### config.mk
export PLATFORM = sky130hd
export DESIGN_NAME = tcpc_reg_bank
export DESIGN_NICKNAME = d
export VERILOG_FILES = /design/src/rtl/tcpc_reg_bank.sv
export SDC_FILE = /design/constraint.sdc
export NUM_CORES = 1
export LEC_CHECK = 0
export ABC_AREA = 1
export BUFFER_PORTS_ARGS = -buffer_cell sky130_fd_sc_hd__buf_2
export CORE_UTILIZATION = 55
export CTS_CLUSTER_SIZE = 28
export DETAILED_ROUTE_END_ITERATION = 6
export PLACE_DENSITY = 0.76
export SYNTH_ARGS = -nofsm -noshare
export SYNTH_HDL_FRONTEND = slang
export SYNTH_SLANG_ARGS = --single-unit
### constraint.sdc
create_clock -name CLK -period 4.01 [get_ports CLK]
set_input_delay 0.802 -clock CLK [delete_from_list [all_inputs] [get_ports CLK]]
set_output_delay 0.802 -clock CLK [all_outputs]
set_load 0.05 [all_outputs]
### src/rtl/tcpc_reg_bank.sv
// TCPCI register bank: host REQ/ACK byte access, ALERT with W1C and masking,
// RX message capture buffer, TX payload buffer, COMMAND/TRANSMIT strobes.
//
// state    | meaning
// ---------+-----------------------------------------------------------
// S_IDLE   | waiting for REQ; address/direction/data latched on REQ=1
// S_ACCESS | read mux sampled into RD_DATA or write committed
// S_DONE   | ACK held high until the host drops REQ
module tcpc_reg_bank #(
    parameter int          ADDR_W    = 8,
    parameter int          DATA_W    = 8,
    parameter int          BUF_BYTES = 30,
    parameter logic [15:0] VID       = 16'h0000,
    parameter logic [15:0] PID       = 16'h0000,
    parameter logic [15:0] DID       = 16'h0000
) (
    input  logic                         CLK,
    input  logic                         RESET_N,
    input  logic [ADDR_W-1:0]            ADDR,
    input  logic                         RNW,
    input  logic [DATA_W-1:0]            WR_DATA,
    output logic [DATA_W-1:0]            RD_DATA,
    input  logic                         REQ,
    output logic                         ACK,
    input  logic [15:0]                  ALERT_SET,
    input  logic                         RX_WR_EN,
    input  logic [7:0]                   RX_WR_DATA,
    input  logic                         RX_MSG_DONE,
    input  logic [2:0]                   RX_FRAME_TYPE,
    input  logic [$clog2(BUF_BYTES)-1:0] TX_RD_ADDR,
    output logic [7:0]                   TX_RD_DATA,
    output logic                         TX_START,
    output logic [7:0]                   TX_CTRL,
    output logic                         CMD_VALID,
    output logic [7:0]                   CMD,
    output logic                         ALERT_N
);

    localparam int IDX_W = $clog2(BUF_BYTES);
    localparam int PTR_W = $clog2(BUF_BYTES + 1);

    localparam logic [ADDR_W-1:0] A_VID_L     = ADDR_W'(8'h00);
    localparam logic [ADDR_W-1:0] A_VID_H     = ADDR_W'(8'h01);
    localparam logic [ADDR_W-1:0] A_PID_L     = ADDR_W'(8'h02);
    localparam logic [ADDR_W-1:0] A_PID_H     = ADDR_W'(8'h03);
    localparam logic [ADDR_W-1:0] A_DID_L     = ADDR_W'(8'h04);
    localparam logic [ADDR_W-1:0] A_DID_H     = ADDR_W'(8'h05);
    localparam logic [ADDR_W-1:0] A_ALERT_L   = ADDR_W'(8'h10);
    localparam logic [ADDR_W-1:0] A_ALERT_H   = ADDR_W'(8'h11);
    localparam logic [ADDR_W-1:0] A_MASK_L    = ADDR_W'(8'h12);
    localparam logic [ADDR_W-1:0] A_MASK_H    = ADDR_W'(8'h13);
    localparam logic [ADDR_W-1:0] A_TCPC_CTRL = ADDR_W'(8'h19);
    localparam logic [ADDR_W-1:0] A_ROLE_CTRL = ADDR_W'(8'h1A);
    localparam logic [ADDR_W-1:0] A_COMMAND   = ADDR_W'(8'h23);
    localparam logic [ADDR_W-1:0] A_RX_DET    = ADDR_W'(8'h2F);
    localparam logic [ADDR_W-1:0] A_RX_CNT    = ADDR_W'(8'h30);
    localparam logic [ADDR_W-1:0] A_RX_TYPE   = ADDR_W'(8'h31);
    localparam logic [ADDR_W-1:0] A_RX_BUF    = ADDR_W'(8'h32);
    localparam logic [ADDR_W-1:0] A_TRANSMIT  = ADDR_W'(8'h50);
    localparam logic [ADDR_W-1:0] A_TX_CNT    = ADDR_W'(8'h51);
    localparam logic [ADDR_W-1:0] A_TX_BUF    = ADDR_W'(8'h52);

    localparam logic [ADDR_W-1:0] BUF_A   = ADDR_W'(BUF_BYTES);
    localparam logic [PTR_W-1:0]  PTR_MAX = PTR_W'(BUF_BYTES);
    localparam logic [IDX_W:0]    TX_LIM  = (IDX_W + 1)'(BUF_BYTES);

    typedef enum logic [1:0] {S_IDLE, S_ACCESS, S_DONE} state_t;

    state_t              state_q, state_d;
    logic [ADDR_W-1:0]   addr_q, addr_d;
    logic                rnw_q, rnw_d;
    logic [DATA_W-1:0]   wr_data_q, wr_data_d;
    logic [DATA_W-1:0]   rd_data_q, rd_data_d;
    logic                ack_q, ack_d;
    logic [15:0]         alert_q, alert_d;
    logic [15:0]         mask_q, mask_d;
    logic                alert_n_q, alert_n_d;
    logic [7:0]          tcpc_ctrl_q, tcpc_ctrl_d;
    logic [7:0]          role_ctrl_q, role_ctrl_d;
    logic [7:0]          rx_det_q, rx_det_d;
    logic [7:0]          rx_count_q, rx_count_d;
    logic [2:0]          frame_q, frame_d;
    logic [PTR_W-1:0]    rx_ptr_q, rx_ptr_d;
    logic [7:0]          tx_ctrl_q, tx_ctrl_d;
    logic [7:0]          tx_count_q, tx_count_d;
    logic [7:0]          cmd_q, cmd_d;
    logic                tx_start_q, tx_start_d;
    logic                cmd_valid_q, cmd_valid_d;
    logic [7:0]          rx_buf_q [BUF_BYTES];
    logic [7:0]          rx_buf_d [BUF_BYTES];
    logic [7:0]          tx_buf_q [BUF_BYTES];
    logic [7:0]          tx_buf_d [BUF_BYTES];

    logic                acc_wr, acc_rd;
    logic [ADDR_W-1:0]   rx_off, tx_off;
    logic                in_rx, in_tx;
    logic [IDX_W-1:0]    rx_idx, tx_idx;
    logic [7:0]          rd_byte, wb;
    logic [15:0]         w1c, rx_set;
    logic [PTR_W-1:0]    ptr_n;

    // Handshake sequencing; request fields captured only when leaving IDLE.
    always_comb begin
        state_d   = state_q;
        addr_d    = addr_q;
        rnw_d     = rnw_q;
        wr_data_d = wr_data_q;
        case (state_q)
            S_IDLE: begin
                if (REQ) begin
                    state_d   = S_ACCESS;
                    addr_d    = ADDR;
                    rnw_d     = RNW;
                    wr_data_d = WR_DATA;
                end
            end
            S_ACCESS: state_d = S_DONE;
            S_DONE:   if (!REQ) state_d = S_IDLE;
            default:  state_d = S_IDLE;
        endcase
        ack_d = (state_d == S_DONE);
    end

    // Address decode and read mux over the latched address.
    always_comb begin
        acc_wr  = (state_q == S_ACCESS) && !rnw_q;
        acc_rd  = (state_q == S_ACCESS) && rnw_q;
        rx_off  = addr_q - A_RX_BUF;
        tx_off  = addr_q - A_TX_BUF;
        in_rx   = (addr_q >= A_RX_BUF) && (rx_off < BUF_A);
        in_tx   = (addr_q >= A_TX_BUF) && (tx_off < BUF_A);
        rx_idx  = rx_off[IDX_W-1:0];
        tx_idx  = tx_off[IDX_W-1:0];
        rd_byte = 8'h00;
        case (addr_q)
            A_VID_L:     rd_byte = VID[7:0];
            A_VID_H:     rd_byte = VID[15:8];
            A_PID_L:     rd_byte = PID[7:0];
            A_PID_H:     rd_byte = PID[15:8];
            A_DID_L:     rd_byte = DID[7:0];
            A_DID_H:     rd_byte = DID[15:8];
            A_ALERT_L:   rd_byte = alert_q[7:0];
            A_ALERT_H:   rd_byte = alert_q[15:8];
            A_MASK_L:    rd_byte = mask_q[7:0];
            A_MASK_H:    rd_byte = mask_q[15:8];
            A_TCPC_CTRL: rd_byte = tcpc_ctrl_q;
            A_ROLE_CTRL: rd_byte = role_ctrl_q;
            A_RX_DET:    rd_byte = rx_det_q;
            A_RX_CNT:    rd_byte = rx_count_q;
            A_RX_TYPE:   rd_byte = {5'b0, frame_q};
            A_TRANSMIT:  rd_byte = tx_ctrl_q;
            A_TX_CNT:    rd_byte = tx_count_q;
            default: begin
                if (in_rx)      rd_byte = rx_buf_q[rx_idx];
                else if (in_tx) rd_byte = tx_buf_q[tx_idx];
            end
        endcase
    end

    // Host writes, RX capture and ALERT update; hardware set beats host clear.
    always_comb begin
        wb          = wr_data_q[7:0];
        rd_data_d   = rd_data_q;
        mask_d      = mask_q;
        tcpc_ctrl_d = tcpc_ctrl_q;
        role_ctrl_d = role_ctrl_q;
        rx_det_d    = rx_det_q;
        rx_count_d  = rx_count_q;
        frame_d     = frame_q;
        tx_ctrl_d   = tx_ctrl_q;
        tx_count_d  = tx_count_q;
        cmd_d       = cmd_q;
        tx_start_d  = 1'b0;
        cmd_valid_d = 1'b0;
        rx_buf_d    = rx_buf_q;
        tx_buf_d    = tx_buf_q;
        w1c         = 16'h0000;
        rx_set      = 16'h0000;

        if (acc_rd) rd_data_d = DATA_W'(rd_byte);

        if (acc_wr) begin
            case (addr_q)
                A_ALERT_L:   w1c[7:0]    = wb;
                A_ALERT_H:   w1c[15:8]   = wb;
                A_MASK_L:    mask_d[7:0] = wb;
                A_MASK_H:    mask_d[15:8] = wb;
                A_TCPC_CTRL: tcpc_ctrl_d = wb;
                A_ROLE_CTRL: role_ctrl_d = wb;
                A_RX_DET:    rx_det_d    = wb;
                A_COMMAND: begin
                    cmd_d       = wb;
                    cmd_valid_d = 1'b1;
                end
                A_TRANSMIT: begin
                    tx_ctrl_d  = wb;
                    tx_start_d = 1'b1;
                end
                A_TX_CNT:    tx_count_d  = wb;
                default:     if (in_tx) tx_buf_d[tx_idx] = wb;
            endcase
        end

        // A pending message (ALERT[2]) or a full buffer turns new bytes into overflow.
        ptr_n = rx_ptr_q;
        if (RX_WR_EN) begin
            if (alert_q[2] || (rx_ptr_q == PTR_MAX)) begin
                rx_set[10] = 1'b1;
            end else begin
                rx_buf_d[rx_ptr_q[IDX_W-1:0]] = RX_WR_DATA;
                ptr_n = rx_ptr_q + 1'b1;
            end
        end
        rx_ptr_d = ptr_n;

        if (w1c[2]) rx_count_d = 8'h00;
        if (RX_MSG_DONE && !alert_q[2]) begin
            rx_count_d = 8'(ptr_n) + 8'd1;
            frame_d    = RX_FRAME_TYPE;
            rx_set[2]  = 1'b1;
            rx_ptr_d   = '0;
        end

        alert_d   = (alert_q & ~w1c) | ALERT_SET | rx_set;
        alert_n_d = ~|(alert_q & mask_q);
    end

    // State and register storage.
    always_ff @(posedge CLK or negedge RESET_N) begin
        if (!RESET_N) begin
            state_q     <= S_IDLE;
            addr_q      <= '0;
            rnw_q       <= 1'b0;
            wr_data_q   <= '0;
            rd_data_q   <= '0;
            ack_q       <= 1'b0;
            alert_q     <= 16'h0000;
            mask_q      <= 16'h7FFF;
            alert_n_q   <= 1'b1;
            tcpc_ctrl_q <= 8'h00;
            role_ctrl_q <= 8'h00;
            rx_det_q    <= 8'h00;
            rx_count_q  <= 8'h00;
            frame_q     <= 3'd0;
            rx_ptr_q    <= '0;
            tx_ctrl_q   <= 8'h00;
            tx_count_q  <= 8'h00;
            cmd_q       <= 8'h00;
            tx_start_q  <= 1'b0;
            cmd_valid_q <= 1'b0;
            for (int i = 0; i < BUF_BYTES; i++) begin
                rx_buf_q[i] <= 8'h00;
                tx_buf_q[i] <= 8'h00;
            end
        end else begin
            state_q     <= state_d;
            addr_q      <= addr_d;
            rnw_q       <= rnw_d;
            wr_data_q   <= wr_data_d;
            rd_data_q   <= rd_data_d;
            ack_q       <= ack_d;
            alert_q     <= alert_d;
            mask_q      <= mask_d;
            alert_n_q   <= alert_n_d;
            tcpc_ctrl_q <= tcpc_ctrl_d;
            role_ctrl_q <= role_ctrl_d;
            rx_det_q    <= rx_det_d;
            rx_count_q  <= rx_count_d;
            frame_q     <= frame_d;
            rx_ptr_q    <= rx_ptr_d;
            tx_ctrl_q   <= tx_ctrl_d;
            tx_count_q  <= tx_count_d;
            cmd_q       <= cmd_d;
            tx_start_q  <= tx_start_d;
            cmd_valid_q <= cmd_valid_d;
            rx_buf_q    <= rx_buf_d;
            tx_buf_q    <= tx_buf_d;
        end
    end

    assign RD_DATA    = rd_data_q;
    assign ACK        = ack_q;
    assign TX_START   = tx_start_q;
    assign TX_CTRL    = tx_ctrl_q;
    assign CMD_VALID  = cmd_valid_q;
    assign CMD        = cmd_q;
    assign ALERT_N    = alert_n_q;
    assign TX_RD_DATA = ({1'b0, TX_RD_ADDR} < TX_LIM) ? tx_buf_q[TX_RD_ADDR] : 8'h00;

endmodule

# Word level (Yosys, flattened, before mapping)
# Cells that the tools add are included.
[classes]
n_reduce_logical = 28
order_cmp = 11
mux = 37
n_addsub = 4
bitwise = 11
n_eq_ne = 21
[op_table]
columns = ["cell", "n"]
rows = [
  ["240-bit bitwise mux", 2],
  ["8-bit binary-select mux with 5-bit select", 3],
  ["8-bit 2-to-1 mux", 15],
  ["8-bit one-hot mux with 12 select lines", 1],
  ["8-bit demux with 5-bit select", 2],
  ["8-bit by 5-bit equality test with 1-bit output (second input constant)", 6],
  ["16-bit AND", 2],
  ["8-bit by 6-bit equality test with 1-bit output (second input constant)", 4],
  ["6-bit >= comparator (second input constant)", 4],
  ["5-bit inverter with 6-bit output", 4],
  ["2-bit AND reduction", 10],
  ["8-bit by 2-bit equality test with 1-bit output (second input constant)", 2],
  ["8-bit by 3-bit equality test with 1-bit output (second input constant)", 2],
  ["8-bit by 7-bit equality test with 1-bit output (second input constant)", 2],
  ["8-bit by 5-bit less-than comparator with 1-bit output (second input constant)", 2],
  ["16-bit 2-to-1 mux", 1],
  ["16-bit inverter", 1],
  ["16-bit by 11-bit OR with 16-bit output", 1],
  ["16-bit OR", 1],
  ["16-bit OR reduction", 1],
  ["5-bit 2-to-1 mux", 3],
  ["6-bit by 1-bit less-than comparator with 1-bit output (second input constant)", 2],
  ["10-bit OR reduction", 1],
  ["8-bit by 1-bit equality test with 1-bit output (second input constant)", 1],
  ["other kinds (22)", 39],
]
[totals]
elab_cells = 193
in_bits = 54
register_bits = 607
output_inout_bits = 36

# Longest topological paths before layout
# Gate-level depths: netlist (run 1).
[depth]
word_depth = 8
depth_mapped = 18

# Least setup slack after synthesis (run 1)
# OpenSTA, ideal clock, no wires.
[synth_path]
path_kind = "input -> output"
start = "input TX_RD_ADDR[2]"
end = "output TX_RD_DATA[0]"
arrival_time_ns = 2.775
cell_stages = 7
path_slack_ns = 0.433
path_buffers = 2
path_cell_list = "clkbuf_1 > clkinv_1 > nor2_1 > clkbuf_1 > o21ai_0 > o21a_1 > o221ai_1"
[synth_between]
elab_chain_cells = 5
[synth_rtl]
columns = ["item", "line", "text"]
rows = [
  ["start, declared", "30", "input logic [$clog2(BUF_BYTES)-1:0] TX_RD_ADDR,"],
  ["5-bit inverter with 6-bit output (not written as such)", "288", "assign TX_RD_DATA = ({1'b0, TX_RD_ADDR} < TX_LIM) ? tx_buf_q[TX_RD_ADDR] : 8'h00;"],
  ["8-bit binary-select mux with 5-bit select", "288", ""],
  ["8-bit 2-to-1 mux (not written as such) (2 in series)", "288", ""],
  ["8-bit 2-to-1 mux *", "288", ""],
  ["end, declared", "31", "output logic [7:0] TX_RD_DATA,"],
]
# Every way passes the cells marked *; elsewhere a longest branch is shown, timed or not. The select of a mux whose other input is x is not followed.

# Worst setup path in the final report (run 1)
[layout_path]
start = "input TX_RD_ADDR[0]"
end = "output TX_RD_DATA[1]"
# The elaborated chain is that of the path after synthesis.

==> results.txt, run 1 <==
Initial antenna violation count: 0
Vias in the first global route: 25,932
Worst EP required: 3.21 ns
Pwr/cell area: 601 nW/um^2
Grt met2 use: 0.495
Vias: 27,868
Crit-path cells: buf_2 > inv_4 > buf_4 > a21oi_1 > o21ai_0 > a21oi_1 > o21ai_0 > o211ai_1 > buf_2
# resized after CTS: 0
Clock slew at reported path FFs: 0.06 ns
Fin crit period: 3.52 ns
Post-synth ARST share: 1.00
Worst Tran Pin Value: 1.25 ns
Synth Warn #: 0
Die Area: 57,400 sq um
Horiz. Die Dim: 240 um
Post-synth EDFFs: 0
FP Rows: 86
Pre-CTS setup slack: 0.579 ns
Num ports: 90
Worst setup margin: 0.492 ns
Post-synth top area cell: dfrtp_1
DRC viols: 0
HPWL after DPL: 58,500 um
Largest net degree at the start of global routing: 113
Placed Area: 31,800 sq um
Relative slew slack: 0.164
Final setup viols: 0
GRT busiest layer: met2
Yosys reg bits: 605
Post-CTS Setup Inserts: 0
H-tree Lvls: 3
Worst-path maximum fanout: 38
Initial core utilization: 0.560
Clk buf depth: 3
Clock Latency Late Sink: 0.62 ns
Post-synth top area share: 0.475
CP Data Arrival Time: 2.72 ns
Mapped Area: 31,000 sq um
WL final: 90,800 um
CP top delay family: buffers and inverters
Filler instances: 4,904
Total grt overflow: 0
Post-synthesis sequential area ratio: 0.488
Port bufs: 89
Placer Congestion: 0.935
Die Ht: 240 um
Final Skew: 0.0232 ns
Final worst-path cycle share: 0.877
Wirelength per Cell: 18.7 um
Design Area, Final: 34,000 sq um
Worst Path Buf+Inv: 4
Layout Nets: 4,129
FF-to-FF path depth: 12
Critical Path Stages: 9
Avg Cell Area, Syn: 7.53 sq um
Max_cap viols: 0
Final hold violation count: 0
CTS tree: built
Synth Flop Type: dfrtp_1
RSZ-0062 raised after global routing: false
Tot GR Track Use: 0.322
Status: finished clean
Initial DRT Pass Iterations: 6
Final max-slew violation count: 0
Cells after Synth: 4,122
CP max-delay cell: buf_4
# hold bufs at CTS: 0
Met3 Usage GRT: 0.0517
Total power: 20.5 mW
Hold WC Path Type: in2async
Vias/cell: 5.73
Syn nets: 4,182
Initial DRC count: 3,325
Top post-synthesis cells by area: dfrtp_1 (47%), nand2_1 (17%), nor2_1 (7.0%)
Met1 global-route usage: 0.459
Antenna diodes: 0
Post-synth cell types: 47
CP startpoint kind: input port
First-pass GRT wire length: 144,000 um
CORE AREA: 55,400 sq um
Fmax: 284 MHz
Area Growth Syn to Fin: 9.66%
Root buf cell: clkbuf_16
ANT nets after route: 0
Setup CP Type: in2out
CTS Sinks: 605
P_leak: 17.1 nW
Total CTS buffers: 67
Proportion of layout cells with a drive suffix above 1: 0.111
Max rail drop VDD: 0.527 mV
Setup TNS: 0 ns
Worst path max stage delay: 0.37 ns
Crit. End Element: output pin
[final timing paths]
kind | slack, ns | to | from
min reg2reg | 0.48 | rx_buf_q[52]$_DFFE_PN0P_ | rx_buf_q[52]$_DFFE_PN0P_
max reg2reg | 0.76 | tx_buf_q[144]$_DFFE_PN0P_ | addr_q[1]$_DFFE_PN0P_
min in group CLK | 0.39 | frame_q[2]$_DFFE_PN0P_ | RX_FRAME_TYPE[2]
max | 0.49 | TX_RD_DATA[1] | TX_RD_ADDR[0]
min | 0.14 | rx_buf_q[210]$_DFFE_PN0P_ | RESET_N
max in group asynchronous | 2.81 | addr_q[0]$_DFFE_PN0P_ | RESET_N
[cells in the final DEF (no fill, tap or decap), types with 6 or more instances in the layout]
master,Yosys,layout
clkbuf_1,196,9
o21ai_0,368,368
o21ai_2,103,103
inv_2,11,15
clkbuf_8,0,17
buf_2,20,87
buf_4,10,40
nor3_1,7,7
nor2_1,580,578
inv_1,130,124
nand2_2,5,7
clkinv_2,0,11
o221ai_1,14,14
nand4_1,6,6
nand2_4,31,31
buf_12,0,11
o22ai_1,25,25
nand3_1,142,142
nand2_1,1413,1411
nor2_2,7,8
a21oi_1,192,192
dfstp_2,16,16
o21ai_1,138,138
clkbuf_16,0,67
dfrtp_1,589,587
nor2_4,7,8
o21bai_1,14,14
o211ai_1,19,19
[layer usage]
| metal | vias to the layer above | share of wire |
|---|---|---|
| met2 | 1338 | 0.45 |
| met5 | - | 0 |
| met3 | 195 | 0.087 |
| li1 | 13195 | - |
| met4 | 0 | 0.031 |
| met1 | 13140 | 0.43 |
[sequential cells by signal, summed over array words and instances (netlist names), 3 cells and up]
name         cells
mask_q          16
tcpc_ctrl_q      8
alert_q         16
addr_q           8
CMD              8
rx_det_q         8
role_ctrl_q      8
rx_ptr_q         5
frame_q          3
RD_DATA          8
TX_CTRL          8
tx_count_q       8
tx_buf_q       240
wb               8
rx_buf_q       240
rx_count_q       6
[metrics by stage]
| stage | hold slack, ns | cells | utilization |
|---|---|---|---|
| finish | 0.136 | 4867 | 0.614 |
| global route | 0.175 | 4867 | 0.614 |
| global placement | 0.460 | 4748 | 0.573 |
| detailed placement | 0.468 | 4748 | 0.573 |
| CTS | 0.142 | 4867 | 0.614 |
| floorplan | 0.449 | 4122 | - |
[area by class of cell]
class / count / area [sq um] / share of cell area
clock buffer: 93 / 1940 / 0.0571
inverter: 145 / 551 / 0.0162
sequential: 605 / 15200 / 0.445
tap: 748 / 936 / 0.0275
clock inverter: 26 / 322 / 0.00945
multi-input combinational: 3111 / 14200 / 0.416
timing repair buffer: 139 / 971 / 0.0285
[synthesized netlist by cell type (5+ instances only)]
master and number:
nand2_1 1413, dfrtp_1 589, nor2_1 580, o21ai_0 368, clkbuf_1 196, a21oi_1 192, nand3_1 142, o21ai_1 138
inv_1 130, o21ai_2 103, nand2_4 31, o22ai_1 25, buf_6 21, buf_2 20, o211ai_1 19, dfstp_2 16
buf_1 14, o21bai_1 14, o221ai_1 14, inv_2 11, buf_4 10, nor2_2 7, nor2_4 7, nor3_1 7
ha_1 6, nand4_1 6, nand2_2 5, o2111ai_1 5
[report_power, final]
part	switching [mW]	internal, mW	total, mW
Sequential	0.345	6.48	6.82
Combinational	5.72	1.60	7.32
Clock	2.60	3.74	6.33
[cells by family (layout without fill, tap and decap cells)]
group / Yosys count / after routing / synth area share
compound gates: 885 / 885 / 0.162
xor+xnor: 3 / 3 / 0.00109
fa+ha+maj: 6 / 6 / 0.00242
buf+inv: 406 / 403 / 0.0563
flops: 605 / 605 / 0.488
mux: 1 / 1 / 0.000363
simple gates: 2216 / 2216 / 0.290
(Power assumes the default switching activity.)
==> inputs of run 2 (changes only) <==
Settings changed: CTS_BUF_LIST set to sky130_fd_sc_hd__clkbuf_2 sky130_fd_sc_hd__clkbuf_4 sky130_fd_sc_hd__clkbuf_8, RECOVER_POWER set to 25.
==> run 2 against run 1 <==
Effect of this change:
- the run now ends with capacitance limit, slew limit left
- fmax rose by 0.86%
- clock-buffer cell count rose by 70
- critical path type unchanged
- power down 3.1%
- hold slack improved by 0.15 ns
- cell count grew 1.2%
- largest cell class unchanged
- sequential share of layout area is 0.22 points higher
- flip-flop and latch count unchanged
- clock power is 9.8% lower
- first-iteration DRC count decreased by 9.9%
- register-to-register slack better by 0.02 ns
==> results.txt, run 2 (same netlist as run 1, synthesis figures left out) <==
Initial core utilization: 0.560
FP Rows: 86
Clock group share of total power: 0.288
Leading cell type in the layout, fill and taps excluded: nand2_1
Largest net degree at the start of global routing: 113
Status: finished, violations left
H-tree Lvls: 3
Initial DRC count: 2,997
Root buf cell: clkbuf_8
Worst EP required: 3.21 ns
Clock Latency Late Sink: 0.72 ns
Horiz. Die Dim: 240 um
Port bufs: 89
P_leak: 17.1 nW
Placer Congestion: 0.935
Met3 Usage GRT: 0.0591
Die Ht: 240 um
Vias/cell: 5.71
Max_cap viols: 1
Worst-path maximum fanout: 96
Final hold violation count: 0
CTS Sinks: 605
Final setup viols: 0
WL final: 91,000 um
Logic gate share of total power: 0.368
Layout Nets: 4,162
Fmax: 287 MHz
Sequential Power Share: 0.344
Commonest non-fill, non-tap cells in the layout: nand2_1 (1,411), dfrtp_1 (587), nor2_1 (578)
Psw: 8.61 mW
Max rail drop VDD: 0.468 mV
Final max-slew violation count: 53
Num ports: 90
DRC viols: 0
Final Skew: 0.0438 ns
Violated checks: capacitance limit, slew limit
Final worst-path cycle share: 0.870
Non-Filler Instances: 4,925
Met1 global-route usage: 0.458
CTS tree: built
Hold WC Path Type: in2reg
Pre-CTS setup slack: 0.579 ns
Post-CTS Setup Inserts: 0
Area Growth Syn to Fin: 9.11%
Setup CP Type: in2out
Sw frac: 0.434
Fin crit period: 3.49 ns
Tot GR Track Use: 0.322
Worst setup margin: 0.522 ns
Initial antenna violation count: 1
Wirelength per Cell: 18.5 um
Total grt overflow: 0
GRT busiest layer: met2
Clk buf depth: 3
Relative slew slack: -1.01
CP Data Arrival Time: 2.69 ns
# hold bufs at CTS: 0
HPWL after DPL: 58,500 um
# resized after CTS: 0
Crit. End Element: output pin
Clock slew at reported path FFs: 0.06 ns
ANT nets after route: 0
Setup TNS: 0 ns
Pwr/cell area: 586 nW/um^2
Vias in the first global route: 26,005
Die Area: 57,400 sq um
Grt met2 use: 0.495
Proportion of layout cells with a drive suffix above 1: 0.125
Initial DRT Pass Iterations: 6
Dpl cells: 4,748
Core Util, Final: 0.611
CP startpoint kind: input port
Internal: 11.2 mW
Largest registers: rx_buf_q x240, tx_buf_q x240
First-pass GRT wire length: 144,000 um
RSZ-0062 raised after global routing: false
Worst Tran Pin Value: 3.01 ns
Vias: 28,130
CORE AREA: 55,400 sq um
Total CTS buffers: 100
==> run 2: cell types whose count changed in the layout (fill, tap and decap cells not counted), sizes merged <==
cell | before | now
bufinv | 5 | 0
buf | 139 | 138
clkinvlp | 3 | 0
diode | 0 | 1
clkbuf | 93 | 163
clkinv | 17 | 12
dlymetal6s4s | 0 | 1
==> run 2: power groups by stage <==
stage                     clock network, mW  registers (mW)  logic [mW]
after floorplan                           0            6.93        4.51
after global placement                    0            6.91        7.03
after detailed placement                  0            6.91        7.09
after CTS                              5.76            6.81        7.10
after global routing                   6.03            6.86        7.79
final                                  5.71            6.83        7.31
==> run 2: final timing paths <==
check                      depth (start not counted)                         to                startpoint  slack [ns]
max                                                9              TX_RD_DATA[5]             TX_RD_ADDR[0]        0.52
min                                                3     frame_q[2]$_DFFE_PN0P_          RX_FRAME_TYPE[2]        0.29
max reg2reg                                       10  tx_buf_q[151]$_DFFE_PN0P_     addr_q[2]$_DFFE_PN0P_        0.78
min reg2reg                                        2   tx_buf_q[42]$_DFFE_PN0P_  tx_buf_q[42]$_DFFE_PN0P_        0.48
max in group asynchronous                          2   tx_buf_q[15]$_DFFE_PN0P_                   RESET_N        0.92
min in group asynchronous                          1  rx_buf_q[212]$_DFFE_PN0P_                   RESET_N        1.20
==> run 2: per-layer routing <==
metal,vias up,part of all wire,routed length [um]
li1,13279,-,-
met1,13214,0.43,39000
met2,1417,0.45,40700
met3,220,0.092,8400
met4,0,0.031,2850
met5,-,0,0
==> run 2: per-stage QoR <==
stage	instance area, sq um	total power [mW]	hold slack (ns)
CTS	33900	19.7	0.0146
global placement	31800	13.9	0.460
global route	33900	20.7	0.263
finish	33900	19.8	0.288
detailed placement	31800	14.0	0.468
floorplan	31000	11.4	0.449
==> run 2: worst max-delay path, cell delays in order <==
cell and delay (ns):
buf_2 0.13, buf_12 0.34, o21ai_0 0.17, o221ai_1 0.21, o21ai_0 0.19, o21ai_0 0.28, nand2_1 0.12, nand3_1 0.14
buf_2 0.29
==> run 2: cell type report <==
class | count | area [sq um]
fillers | 4989 | 21500
flip-flops and latches | 605 | 15200
multi-input cells | 3111 | 14200
clock buffers | 163 | 2000
repair buffers | 139 | 968
well taps | 748 | 936
inverters | 145 | 551
clock inverters | 13 | 96.3
diodes | 1 | 2.50
